==> config.mk <==
export PLATFORM = sky130hd
export DESIGN_NAME = fm_slot_accum
export DESIGN_NICKNAME = d
export VERILOG_FILES = /design/src/rtl/audio_pkg.sv /design/src/rtl/fm_slot_sync.sv /design/src/rtl/fm_slot_accum.sv
export SDC_FILE = /design/constraint.sdc
export NUM_CORES = 1
export LEC_CHECK = 0
export BUFFER_PORTS_ARGS = -buffer_cell sky130_fd_sc_hd__buf_2
export CORE_MARGIN = 5
export CORE_UTILIZATION = 65
export CTS_CLUSTER_SIZE = 25
export DETAILED_ROUTE_END_ITERATION = 8
export PLACE_DENSITY = 0.84
export SYNTH_ARGS = -nofsm -noshare
export SYNTH_HDL_FRONTEND = slang
export SYNTH_SLANG_ARGS = --single-unit
==> constraint.sdc <==
create_clock -name clk -period 24.5 [get_ports clk]
set_input_delay 7.35 -clock clk [delete_from_list [all_inputs] [get_ports clk]]
set_output_delay 7.35 -clock clk [all_outputs]
set_load 0.05 [all_outputs]
==> src/rtl/audio_pkg.sv <==
// rtl/audio_pkg.sv - shared audio helpers: unity volume, slot conversion, shift-and-clamp
package audio_pkg;

    localparam int VOL_ONE = 256;

    // Flip the MSB to recentre offset-binary on zero, then sign-extend from w bits.
    function automatic logic signed [31:0] conv_offset_bin(input logic [31:0] a, input int w);
        logic [31:0]        t;
        logic signed [31:0] r;
        t        = a;
        t[w-1]   = ~t[w-1];
        r        = $signed(t << (32 - w));
        return r >>> (32 - w);
    endfunction

    function automatic logic signed [31:0] conv_twos_gain(input logic [31:0] b, input int w, input int gain);
        logic signed [31:0] r;
        r = $signed(b << (32 - w));
        r = r >>> (32 - w);
        return r * gain;
    endfunction

    function automatic logic signed [63:0] sat_shift(input logic signed [63:0] value, input int shift,
                                                     input int out_w);
        logic signed [63:0] s;
        logic signed [63:0] hi;
        logic signed [63:0] lo;
        s  = value <<< shift;
        hi = (64'sd1 <<< (out_w - 1)) - 64'sd1;
        lo = -(64'sd1 <<< (out_w - 1));
        if (s > hi)
            return hi;
        else if (s < lo)
            return lo;
        return s;
    endfunction

endpackage

==> src/rtl/fm_slot_sync.sv <==
// rtl/fm_slot_sync.sv - two-flop synchronisers for the FM phase clock and frame marker
module fm_slot_sync (
    input  logic clk,
    input  logic reset,
    input  logic i_clk1,
    input  logic i_sel23,
    output logic o_strobe,
    output logic o_marker
);

    logic r_c1, r_c2, r_c3;
    logic r_s1, r_s2;

    always_ff @(posedge clk) begin
        if (reset) begin
            r_c1 <= 1'b0;
            r_c2 <= 1'b0;
            r_c3 <= 1'b0;
            r_s1 <= 1'b0;
            r_s2 <= 1'b0;
        end else begin
            r_c1 <= i_clk1;
            r_c2 <= r_c1;
            r_c3 <= r_c2;
            r_s1 <= i_sel23;
            r_s2 <= r_s1;
        end
    end

    // Marker has the same two-flop depth as r_c2, so it lines up with the falling-edge strobe.
    assign o_strobe = r_c3 & ~r_c2;
    assign o_marker = r_s2;

endmodule

==> src/rtl/fm_slot_accum.sv <==
// rtl/fm_slot_accum.sv - integrates FM DAC slot outputs into saturated, volume-ramped PCM frames
module fm_slot_accum #(
    parameter int CH        = 2,
    parameter int IN_A_W    = 9,
    parameter int IN_B_W    = 10,
    parameter int GAIN_B    = 3,
    parameter int ACC_W     = 14,
    parameter int SHIFT     = 2,
    parameter int OUT_W     = 16,
    parameter int MAX_SLOTS = 24,
    parameter int RAMP_STEP = 16
) (
    input  logic                  clk,
    input  logic                  reset,
    input  logic                  mute,
    input  logic                  fm_mode,
    input  logic                  fm_clk1,
    input  logic                  fm_sel23,
    input  logic [CH*IN_A_W-1:0]  din_a,
    input  logic [CH*IN_B_W-1:0]  din_b,
    output logic [CH*OUT_W-1:0]   dout,
    output logic                  dout_valid,
    output logic                  overrun,
    output logic [4:0]            slot_cnt
);
    import audio_pkg::*;

    logic       w_strobe;
    logic       w_marker;
    logic       w_flush_now;
    logic       r_flush;
    logic       r_dout_valid;
    logic       r_overrun;
    logic [4:0] r_slot_cnt;
    logic [8:0] r_vol;
    logic [8:0] w_vol_next;
    logic [9:0] w_vol_wide;
    logic [9:0] w_vol_up;

    fm_slot_sync u_sync (
        .clk      (clk),
        .reset    (reset),
        .i_clk1   (fm_clk1),
        .i_sel23  (fm_sel23),
        .o_strobe (w_strobe),
        .o_marker (w_marker)
    );

    // A frame closes on the marker, or is forced closed when the slot budget runs out.
    assign w_flush_now = w_strobe & (w_marker | (r_slot_cnt == 5'(MAX_SLOTS - 1)));

    assign w_vol_wide = {1'b0, r_vol};
    assign w_vol_up   = w_vol_wide + 10'(RAMP_STEP);
    assign w_vol_next = mute ? ((w_vol_wide > 10'(RAMP_STEP)) ? 9'(w_vol_wide - 10'(RAMP_STEP)) : 9'd0)
                             : ((w_vol_up >= 10'(VOL_ONE)) ? 9'(VOL_ONE) : 9'(w_vol_up));

    always_ff @(posedge clk) begin
        if (reset) begin
            r_flush      <= 1'b0;
            r_dout_valid <= 1'b0;
            r_overrun    <= 1'b0;
            r_slot_cnt   <= 5'd0;
            r_vol        <= 9'd0;
        end else begin
            r_flush      <= w_flush_now;
            r_dout_valid <= r_flush;
            if (r_flush)
                r_vol <= w_vol_next;
            if (w_strobe) begin
                if (w_flush_now) begin
                    r_slot_cnt <= 5'd0;
                    if (!w_marker)
                        r_overrun <= 1'b1;
                end else begin
                    r_slot_cnt <= r_slot_cnt + 5'd1;
                end
            end
        end
    end

    for (genvar g = 0; g < CH; g++) begin : g_ch
        logic signed [ACC_W-1:0]  r_value;
        logic signed [ACC_W-1:0]  r_acc;
        logic signed [ACC_W-1:0]  r_frame_sum;
        logic signed [ACC_W-1:0]  w_conv;
        logic signed [ACC_W-1:0]  w_sum;
        logic signed [63:0]       w_fs_wide;
        logic signed [OUT_W-1:0]  w_sat;
        logic signed [OUT_W+9:0]  w_prod;
        logic signed [OUT_W-1:0]  r_dout;

        assign w_conv = fm_mode ? ACC_W'(conv_offset_bin(32'(din_a[g*IN_A_W +: IN_A_W]), IN_A_W))
                                : ACC_W'(conv_twos_gain(32'(din_b[g*IN_B_W +: IN_B_W]), IN_B_W, GAIN_B));
        assign w_sum     = r_acc + r_value;
        assign w_fs_wide = {{(64 - ACC_W){r_frame_sum[ACC_W-1]}}, r_frame_sum};
        assign w_sat     = OUT_W'(sat_shift(w_fs_wide, SHIFT, OUT_W));
        // Uses the freshly stepped volume, so the first frame after reset already sees one ramp step.
        assign w_prod    = w_sat * $signed({1'b0, w_vol_next});

        always_ff @(posedge clk) begin
            if (reset) begin
                r_value     <= '0;
                r_acc       <= '0;
                r_frame_sum <= '0;
                r_dout      <= '0;
            end else begin
                r_value <= w_conv;
                if (w_strobe) begin
                    if (w_flush_now) begin
                        r_frame_sum <= w_sum;
                        r_acc       <= '0;
                    end else begin
                        r_acc <= w_sum;
                    end
                end
                if (r_flush)
                    r_dout <= OUT_W'(w_prod >>> 8);
            end
        end

        assign dout[g*OUT_W +: OUT_W] = r_dout;
    end

    assign dout_valid = r_dout_valid;
    assign overrun    = r_overrun;
    assign slot_cnt   = r_slot_cnt;

endmodule
* After elaboration in Yosys (flattened, before gate mapping)
Cells that the tools add are included.
Word-level totals: logic and storage cells 61, input port bits 44, register bits 138, output and inout port bits 39
Cells by class: multipliers 4, equal/unequal tests 1, add/subtract/negate cells 5, $lt $le $gt $ge 6, muxes and demuxes 18, reduce and logical (&&, ||, !) cells 2, bitwise operators 7
Operator list (number):
- 16-bit two-way mux | 6
- 14-bit two-way mux | 4
- 16-bit by 10-bit multiplier with 24-bit output | 2
- 16-bit > comparator (second input constant) | 2
- 16-bit less-than comparator (second input constant) | 2
- 14-bit adder | 2
- 9-bit two-way mux | 3
- 10-bit by 3-bit multiplier with 13-bit output (second input constant) | 2
- 9-bit by 5-bit adder with 10-bit output (second input constant) | 1
- 10-bit by 9-bit >= comparator with 1-bit output (second input constant) | 1
- 9-bit by 5-bit > comparator with 1-bit output (second input constant) | 1
- 9-bit by 5-bit subtractor with 9-bit output (second input constant) | 1
- 5-bit by 1-bit adder with 5-bit output (second input constant) | 1
- 5-bit == test (second input constant) | 1
- 5-bit two-way mux | 1
- 1-bit two-way mux | 4
- 1-bit NOT | 4
- 3-bit AND reduction | 1
- 1-bit bitwise AND | 2
- 2-bit AND reduction | 1
- 1-bit bitwise OR | 1

* Longest topological paths before layout
Gate-level depths: netlist of the first run.
depth after elaboration 5, mapped depth 28, gate-level depth less buffers 26

* By module
A second synthesis of the first run with hierarchy kept.
Second synthesis, totals: cells, all modules 1786, area, all modules 15576.2 um2
By module, submodules not included:
- fm_slot_accum | cells each 1775, instances 1, sequential area each 2622.5 um2, area each 15436.1 um2
- fm_slot_sync | cells each 11, instances 1, sequential area each 100.1 um2, area each 140.1 um2

* Worst setup path after synthesis of the first run
No wires, ideal clock.
path type input to register, start in mute, end reg g_ch[0].r_dout[15], library setup time 86 ps, data arrival time 13834 ps, slack 10580 ps, path buffers 2, stages on the path 23, data required time 24414 ps, cells stage by stage clkbuf_8 > a311oi_1 > a31oi_1 > a21oi_1 > clkbuf_1 > nand2_1 > fa_1 > inv_1 > fa_1 > ha_1 > fa_1 > inv_1 > fa_1 > inv_1 > ha_1 > a2111oi_1 > a21bo_2 > a21boi_0 > nor3_1 > or3_1 > a31oi_1 > xnor3_1 > a211oi_1
Between the ends: word-level cells in the longest chain between the ends 2
Ends and longest elaborated chain:
- start, declared | RTL line fm_slot_accum.sv:15 | input logic mute,
- 9-bit two-way mux | RTL line fm_slot_accum.sv:54 | assign w_vol_next = mute ? ((w_vol_wide > 10'(RAMP_STEP)) ? 9'(w_vol_wide - 10'(RAMP_STEP)) : 9'd0)
- 16-bit by 10-bit multiplier with 24-bit output | RTL line fm_slot_accum.sv:98 | assign w_prod = w_sat * $signed({1'b0, w_vol_next});
- end signal, assigned | RTL line fm_slot_accum.sv:117 | r_dout <= OUT_W'(w_prod >>> 8);
- end, declared | RTL line fm_slot_accum.sv:90 | logic signed [OUT_W-1:0] r_dout;
Every way passes these cells. A chain may end at the register's enable or synchronous reset.

* Final worst setup path of the first run
Same ends and word-level chain as after synthesis.

==> results of run 1 <==
[power groups by stage]
| stage | Sequential, W | Clock, W | Combinational [W] |
|---|---|---|---|
| finish | 0.000230 | 0.000270 | 0.0000662 |
| global route | 0.000230 | 0.000282 | 0.0000743 |
| CTS | 0.000230 | 0.000270 | 0.0000657 |
| detailed placement | 0.000235 | 0 | 0.0000649 |
| global placement | 0.000235 | 0 | 0.0000629 |
| floorplan | 0.000234 | 0 | 0.0000488 |
[final timing paths]
kind / endpoint / cells after the start
setup reg to reg: g_ch[0].r_dout[15]$_SDFFE_PP0P_ / 24
setup / recovery: g_ch[0].r_dout[15]$_SDFFE_PP0P_ / 24
hold reg to reg: u_sync.o_marker$_SDFF_PP0_ / 1
hold / removal: u_sync.o_marker$_SDFF_PP0_ / 1
[synthesized netlist by cell type (6+ instances only)]
cell / count / share of area (%)
or3_1: 16 / 0.63
a21o_1: 21 / 1.0
inv_1: 278 / 6.6
buf_1: 23 / 0.55
o22ai_1: 10 / 0.40
o21a_1: 10 / 0.48
o21ai_0: 37 / 1.2
xor2_1: 23 / 1.3
and2_1: 101 / 4.0
clkbuf_1: 63 / 1.5
or2_2: 6 / 0.24
nor2_1: 90 / 2.1
nor3_1: 20 / 0.63
a22oi_1: 12 / 0.57
ha_1: 158 / 13
a21oi_1: 93 / 2.9
fa_1: 204 / 26
o211ai_1: 8 / 0.38
nand3_1: 18 / 0.57
xnor2_1: 42 / 2.3
nor2b_1: 46 / 1.8
a211oi_1: 21 / 1.0
o21bai_1: 12 / 0.57
a31oi_1: 12 / 0.48
a21boi_0: 7 / 0.33
nand2_1: 209 / 5.0
dfxtp_1: 136 / 17
and4_1: 10 / 0.55
mux2i_1: 19 / 1.2
[flip-flops by register name (all words and copies together), names as in the netlist]
signal / flops
g_ch.r_dout: 32
g_ch.r_acc: 28
g_ch.r_frame_sum: 28
g_ch.r_value: 26
r_vol: 9
slot_cnt: 5
dout_valid: 1
overrun: 1
r_flush: 1
u_sync.o_marker: 1
u_sync.r_c1: 1
u_sync.r_c2: 1
u_sync.r_c3: 1
u_sync.r_s1: 1
[cell families after synthesis]
family,Yosys count
flip-flops,136
XOR/XNOR,68
multiplexers,19
AND/OR/NAND/NOR,551
buffers and inverters,372
adder cells (fa/ha/maj),362
AO/OA/AOI/OAI,302
[final cells by class]
| type | count | area [um^2] |
|---|---|---|
| multi-input cells | 1302 | 11600 |
| fillers | 1799 | 7150 |
| flip-flops and latches | 136 | 2720 |
| inverters | 278 | 1040 |
| repair buffers | 98 | 533 |
| clock buffers | 17 | 425 |
| well taps | 324 | 405 |
| clock inverters | 15 | 183 |
[stage by stage]
stage               instance area, um^2  hold slack (ps)  total power (W)  utilization [%]
finish                            17000              442         0.000566             70.3
global route                      17000              461         0.000586             70.3
CTS                               17000              447         0.000566             70.3
detailed placement                16300              427         0.000300             67.8
global placement                  16300              429         0.000298             67.8
floorplan                         15800              414         0.000282                -
[layer usage]
layer / GRT usage (%) / up-vias / share of wire (%)
li1: - / 5917 / -
met2: 48.2 / 588 / 49
met1: 36.1 / 6239 / 40
met4: 11.5 / 0 / 3.5
met3: 4.24 / 110 / 7.8
met5: 0 / - / 0
==> flow_summary_export.csv, run 1 <==
group,metric,value,unit
run_status,status,"complete, no violations",
place,io_buffers,82,
place,place_hpwl,27.8,mm
grt,grt_max_degree,85,
cells_and_area,antennaDiodeCount,0,
yosys,yosys_warnings,0,
grt,grt_pass1_vias,13500,
yosys,seq_area_frac_synth,17.2,%
cts,numCtsBuffers,17,
sta,hold_violations,0,
cells_and_area,finalNonFillerCells,2170,
yosys,synth_flop_cell,"dfxtp_1",
setup_path,end_kind,"flop",
yosys,yosys.area_share.adder,38.4,%
place,place_ws,10130,ps
cts,cts_setup_buffers,0,
grt,grt-ovfl-total,0,
power_and_ir_drop,leakage,8.58,nW
yosys,synthXorXnorAreaFrac,4.05,%
setup_path,critPathRequiredTime,24850,ps
power_and_ir_drop,ir_drop,36.8,uV
die,die_w,166,um
detailed_routing,drc,0,
yosys,avgSynthCellArea,8.73,um^2
cells_and_area,fin_nets,2239,
sta,tns,0,ps
yosys,synth_top_family_by_area,"adder cells",
setup_path,slowest_stage,"fa_1",
cts,clkLatencyLatePin,440,ps
cts,cts_resized,0,
setup_path,r2r-start,"r_vol[4]$_SDFFE_PP0P_",
setup_path,r2r_slack,16780,ps
cells_and_area,final_common_cell,"inv_1",
grt,grt_pass1_wl,64.8,mm
power_and_ir_drop,p_per_area,33.4,mW/mm^2
yosys,synth-seq-cells,136,
setup_path,critPathLaunchType,"input port",
setup_path,cp.buffers_inverters,5,
place,dp.cells,2138,
sta,rsz0062_at_grt,"no",
setup_path,slowest_delay,540,ps
cts,ctsHoldBuffers,0,
sta,setup_viol_count_final,0,
die,start_util,65.6,%
detailed_routing,wl_per_cell,17.5,um
grt,track_usage,28.2,%
die,rows,57,
power_and_ir_drop,pwr-share-clk,47.7,%
sta,drv_slew,0,
yosys,synthMuxAreaShare,1.20,%
power_and_ir_drop,p_comb_share,11.7,%
die,fp.coreArea,0.0241,mm^2
power_and_ir_drop,sw_frac_of_total,29.3,%
yosys,syn_area,0.0158,mm^2
yosys,synth-simple-area-share,17.2,%
setup_path,crit_top_cell,"fa_1",
detailed_routing,postRouteAntennaNets,0,
cts,clockRootBuffer,"clkbuf_16",
yosys,synth.distinct_cells,79,
setup_path,path_delay_family,"adder cells",
yosys,synth_nets,2216,
detailed_routing,drtIter0Drc,1352,
sta,tightest_slew,1270,ps
cells_and_area,syn_to_final_growth,7.31,%
hold_path,min-delay-start,"u_sync.r_s1$_SDFF_PP0_",
grt,antenna_found_initial,0,
die,ios,83,
sta,timing.final.crit_share,57.4,%
place,place_congestion,0.896,
cts,cts_tree,"built",
setup_path,path_cells,"buf_2 -> a311oi_1 -> a31o_2 -> nor2_1 -> nor2b_1 -> buf_4 -> nand2_1 -> fa_1 -> inv_1 -> fa_1 -> ha_1 -> fa_1 -> inv_1 -> fa_1 -> inv_1 -> ha_1 -> a2111oi_1 -> a21bo_2 -> a21boi_0 -> nor3_1 -> or3_1 -> a31oi_1 -> xnor3_1 -> a211oi_1",
power_and_ir_drop,power_switching,0.000166,W
cells_and_area,drive_gt1_share,8.18,%
detailed_routing,viasPerCell,5.92,
hold_path,hold_path.class,"reg2reg",
power_and_ir_drop,power_frac_seq,40.6,%
setup_path,critPathKind,"in2reg",
detailed_routing,drtPass1Iterations,6,
sta,setup_slack,10450,ps
sta,finClkSkew,7.60,ps
sta,fin_crit,14050,ps
cells_and_area,mostFrequentLayoutCells,"inv_1 (278), nand2_1 (209), fa_1 (204)",
sta,slew_headroom,15.2,%
setup_path,arrival,14410,ps
power_and_ir_drop,p_int,0.000400,W
cts,clockBufferDepth,2,
yosys,synth_compound_area_share,12.8,%
job,maxCapViolCount,0,
setup_path,startpoint,"mute",
yosys,synthCells,1810,
cts,clkSinkCount,136,
detailed_routing,wirelength,37.9,mm
die,dieArea,0.0275,mm^2
yosys,ys_async_sr_fraction,0,%
cts,h-tree-depth,4,
sta,fmax,0.0712,GHz
die,dieHeight,166,um
yosys,synth_edf_count,0,
detailed_routing,num_vias,12900,
cts,clkTransAtPathRegs,70,ps
setup_path,path_max_fanout,28,
No activity file was read; power rests on OpenSTA's default activity.
==> run 2: changes to the inputs <==
- CORE_UTILIZATION: 65 -> 58
- PLACE_DENSITY: 0.84 -> 0.79
- clock period: 24.5 -> 12.85 ns (I/O delays scaled with it)
==> flow_summary_export.csv, run 2 (synthesis gave the netlist of run 1 again) <==
group,metric,value,unit
run_status,status,"complete, no violations",
sta,fmax,0.0924,GHz
cells_and_area,final_common_cell,"inv_1",
power_and_ir_drop,total_power,0.00110,W
cts,ctsHoldBuffers,0,
sta,hold_violations,0,
detailed_routing,drtPass1Iterations,8,
place,place_hpwl,27.5,mm
cts,clkSinkCount,136,
die,dieHeight,175,um
place,place_congestion,0.907,
cells_and_area,mostFrequentLayoutCells,"inv_1 (278), nand2_1 (209), fa_1 (204)",
sta,rsz0062_at_grt,"no",
cts,cts_tree,"built",
cts,clkTransAtPathRegs,80,ps
setup_path,end_kind,"flop",
detailed_routing,num_vias,12600,
detailed_routing,viasPerCell,5.77,
setup_path,arrival,11170,ps
die,dieArea,0.0306,mm^2
setup_path,critPathKind,"in2reg",
setup_path,slowest_stage,"nor2b_1",
grt,track_usage,24.9,%
setup_path,critPathRequiredTime,13200,ps
sta,slew_headroom,14.0,%
cells_and_area,fillers,2184,
cells_and_area,largest_register,"g_ch.r_dout",
power_and_ir_drop,p_per_area,64.7,mW/mm^2
cells_and_area,syn_to_final_growth,7.55,%
cells_and_area,antennaDiodeCount,0,
power_and_ir_drop,leakage,8.59,nW
power_and_ir_drop,pwr-share-clk,48.7,%
cells_and_area,drive_gt1_share,8.18,%
setup_path,slowest_delay,540,ps
power_and_ir_drop,ir_drop,75.5,uV
power_and_ir_drop,sw_frac_of_total,28.9,%
sta,setup_slack,2030,ps
cells_and_area,largest_reg_flops,32,
power_and_ir_drop,power_frac_seq,39.9,%
sta,tightest_slew,1290,ps
detailed_routing,wirelength,37.0,mm
sta,fin_crit,10820,ps
setup_path,critPathLaunchType,"input port",
detailed_routing,postRouteAntennaNets,0,
cts,cts_setup_buffers,0,
sta,tns,0,ps
cells_and_area,fin_nets,2239,
die,fp.coreArea,0.0269,mm^2
cts,clockRootBuffer,"clkbuf_16",
detailed_routing,drtIter0Drc,900,
grt,antenna_found_initial,0,
grt,grt_pass1_wl,63.0,mm
setup_path,path_max_fanout,19,
job,maxCapViolCount,0,
sta,setup_viol_count_final,0,
die,rows,60,
sta,finClkSkew,17.5,ps
sta,timing.final.crit_share,84.2,%
grt,grt-ovfl-total,0,
die,ios,83,
cts,cts_resized,0,
place,io_buffers,82,
grt,grt_pass1_vias,13100,
power_and_ir_drop,p_int,0.000782,W
detailed_routing,drc,0,
cts,clockBufferDepth,2,
hold_path,hold_path.class,"reg2reg",
cts,clkLatencyLatePin,440,ps
power_and_ir_drop,p_comb_share,11.4,%
cells_and_area,reg_top3,"g_ch.r_dout x32, g_ch.r_acc x28, g_ch.r_frame_sum x28",
cts,h-tree-depth,4,
place,place_ws,1700,ps
cts,numCtsBuffers,17,
setup_path,r2r_slack,4870,ps
sta,drv_slew,0,
die,start_util,58.8,%
die,die_w,175,um
detailed_routing,wl_per_cell,16.9,um
grt,grt_max_degree,78,
power_and_ir_drop,power_switching,0.000318,W
[run 2: cell type report]
class / instances / area, um^2 / area share [%]
clock buffers: 17 / 425 / 2.50
well taps: 341 / 427 / 2.51
inverters: 278 / 1040 / 6.14
multi-input cells: 1302 / 11600 / 68.5
repair buffers: 98 / 533 / 3.14
clock inverters: 15 / 199 / 1.17
flip-flops and latches: 136 / 2720 / 16.0
[run 2: power groups by stage]
stage / Clock [W] / Combinational (W) / Sequential (W)
5_1_grt: 0.000558 / 0.000142 / 0.000439
3_5_place_dp: 0 / 0.000123 / 0.000448
6_report: 0.000536 / 0.000126 / 0.000439
3_3_place_gp: 0 / 0.000120 / 0.000448
4_1_cts: 0.000538 / 0.000125 / 0.000438
2_1_floorplan: 0 / 0.0000930 / 0.000446
[run 2: metrics by stage]
step	cell area, um^2	cells	utilization (%)	hold slack, ps
after floorplan	15800	1810	-	414
final	17000	2187	63.2	443
after global routing	17000	2187	63.2	470
after CTS	17000	2187	63.2	445
after detailed placement	16400	2155	60.9	427
after global placement	16400	2155	60.9	417
[run 2: routing by layer]
metal / track usage [%] / vias up / routed length, um
met5: 0 / - / 0
met4: 8.12 / 0 / 984
met3: 4.20 / 83 / 2600
met2: 43.1 / 467 / 17900
met1: 31.9 / 6150 / 15500
li1: - / 5923 / -
[run 2: worst paths after layout]
check,start,end,cells past startpoint
hold / removal,u_sync.r_c1$_SDFF_PP0_,u_sync.r_c2$_SDFF_PP0_,1
hold reg to reg,u_sync.r_c1$_SDFF_PP0_,u_sync.r_c2$_SDFF_PP0_,1
setup reg to reg,r_vol[4]$_SDFFE_PP0P_,g_ch[0].r_dout[15]$_SDFFE_PP0P_,25
setup / recovery,mute,g_ch[0].r_dout[15]$_SDFFE_PP0P_,25
[run 2: critical path: cells and delay by family]
family          cells  cell delay (ps)
xor+xnor            1              400
fa+ha+maj           6             2880
compound gates      6             1840
simple gates        5             1370
buf+inv             7              800
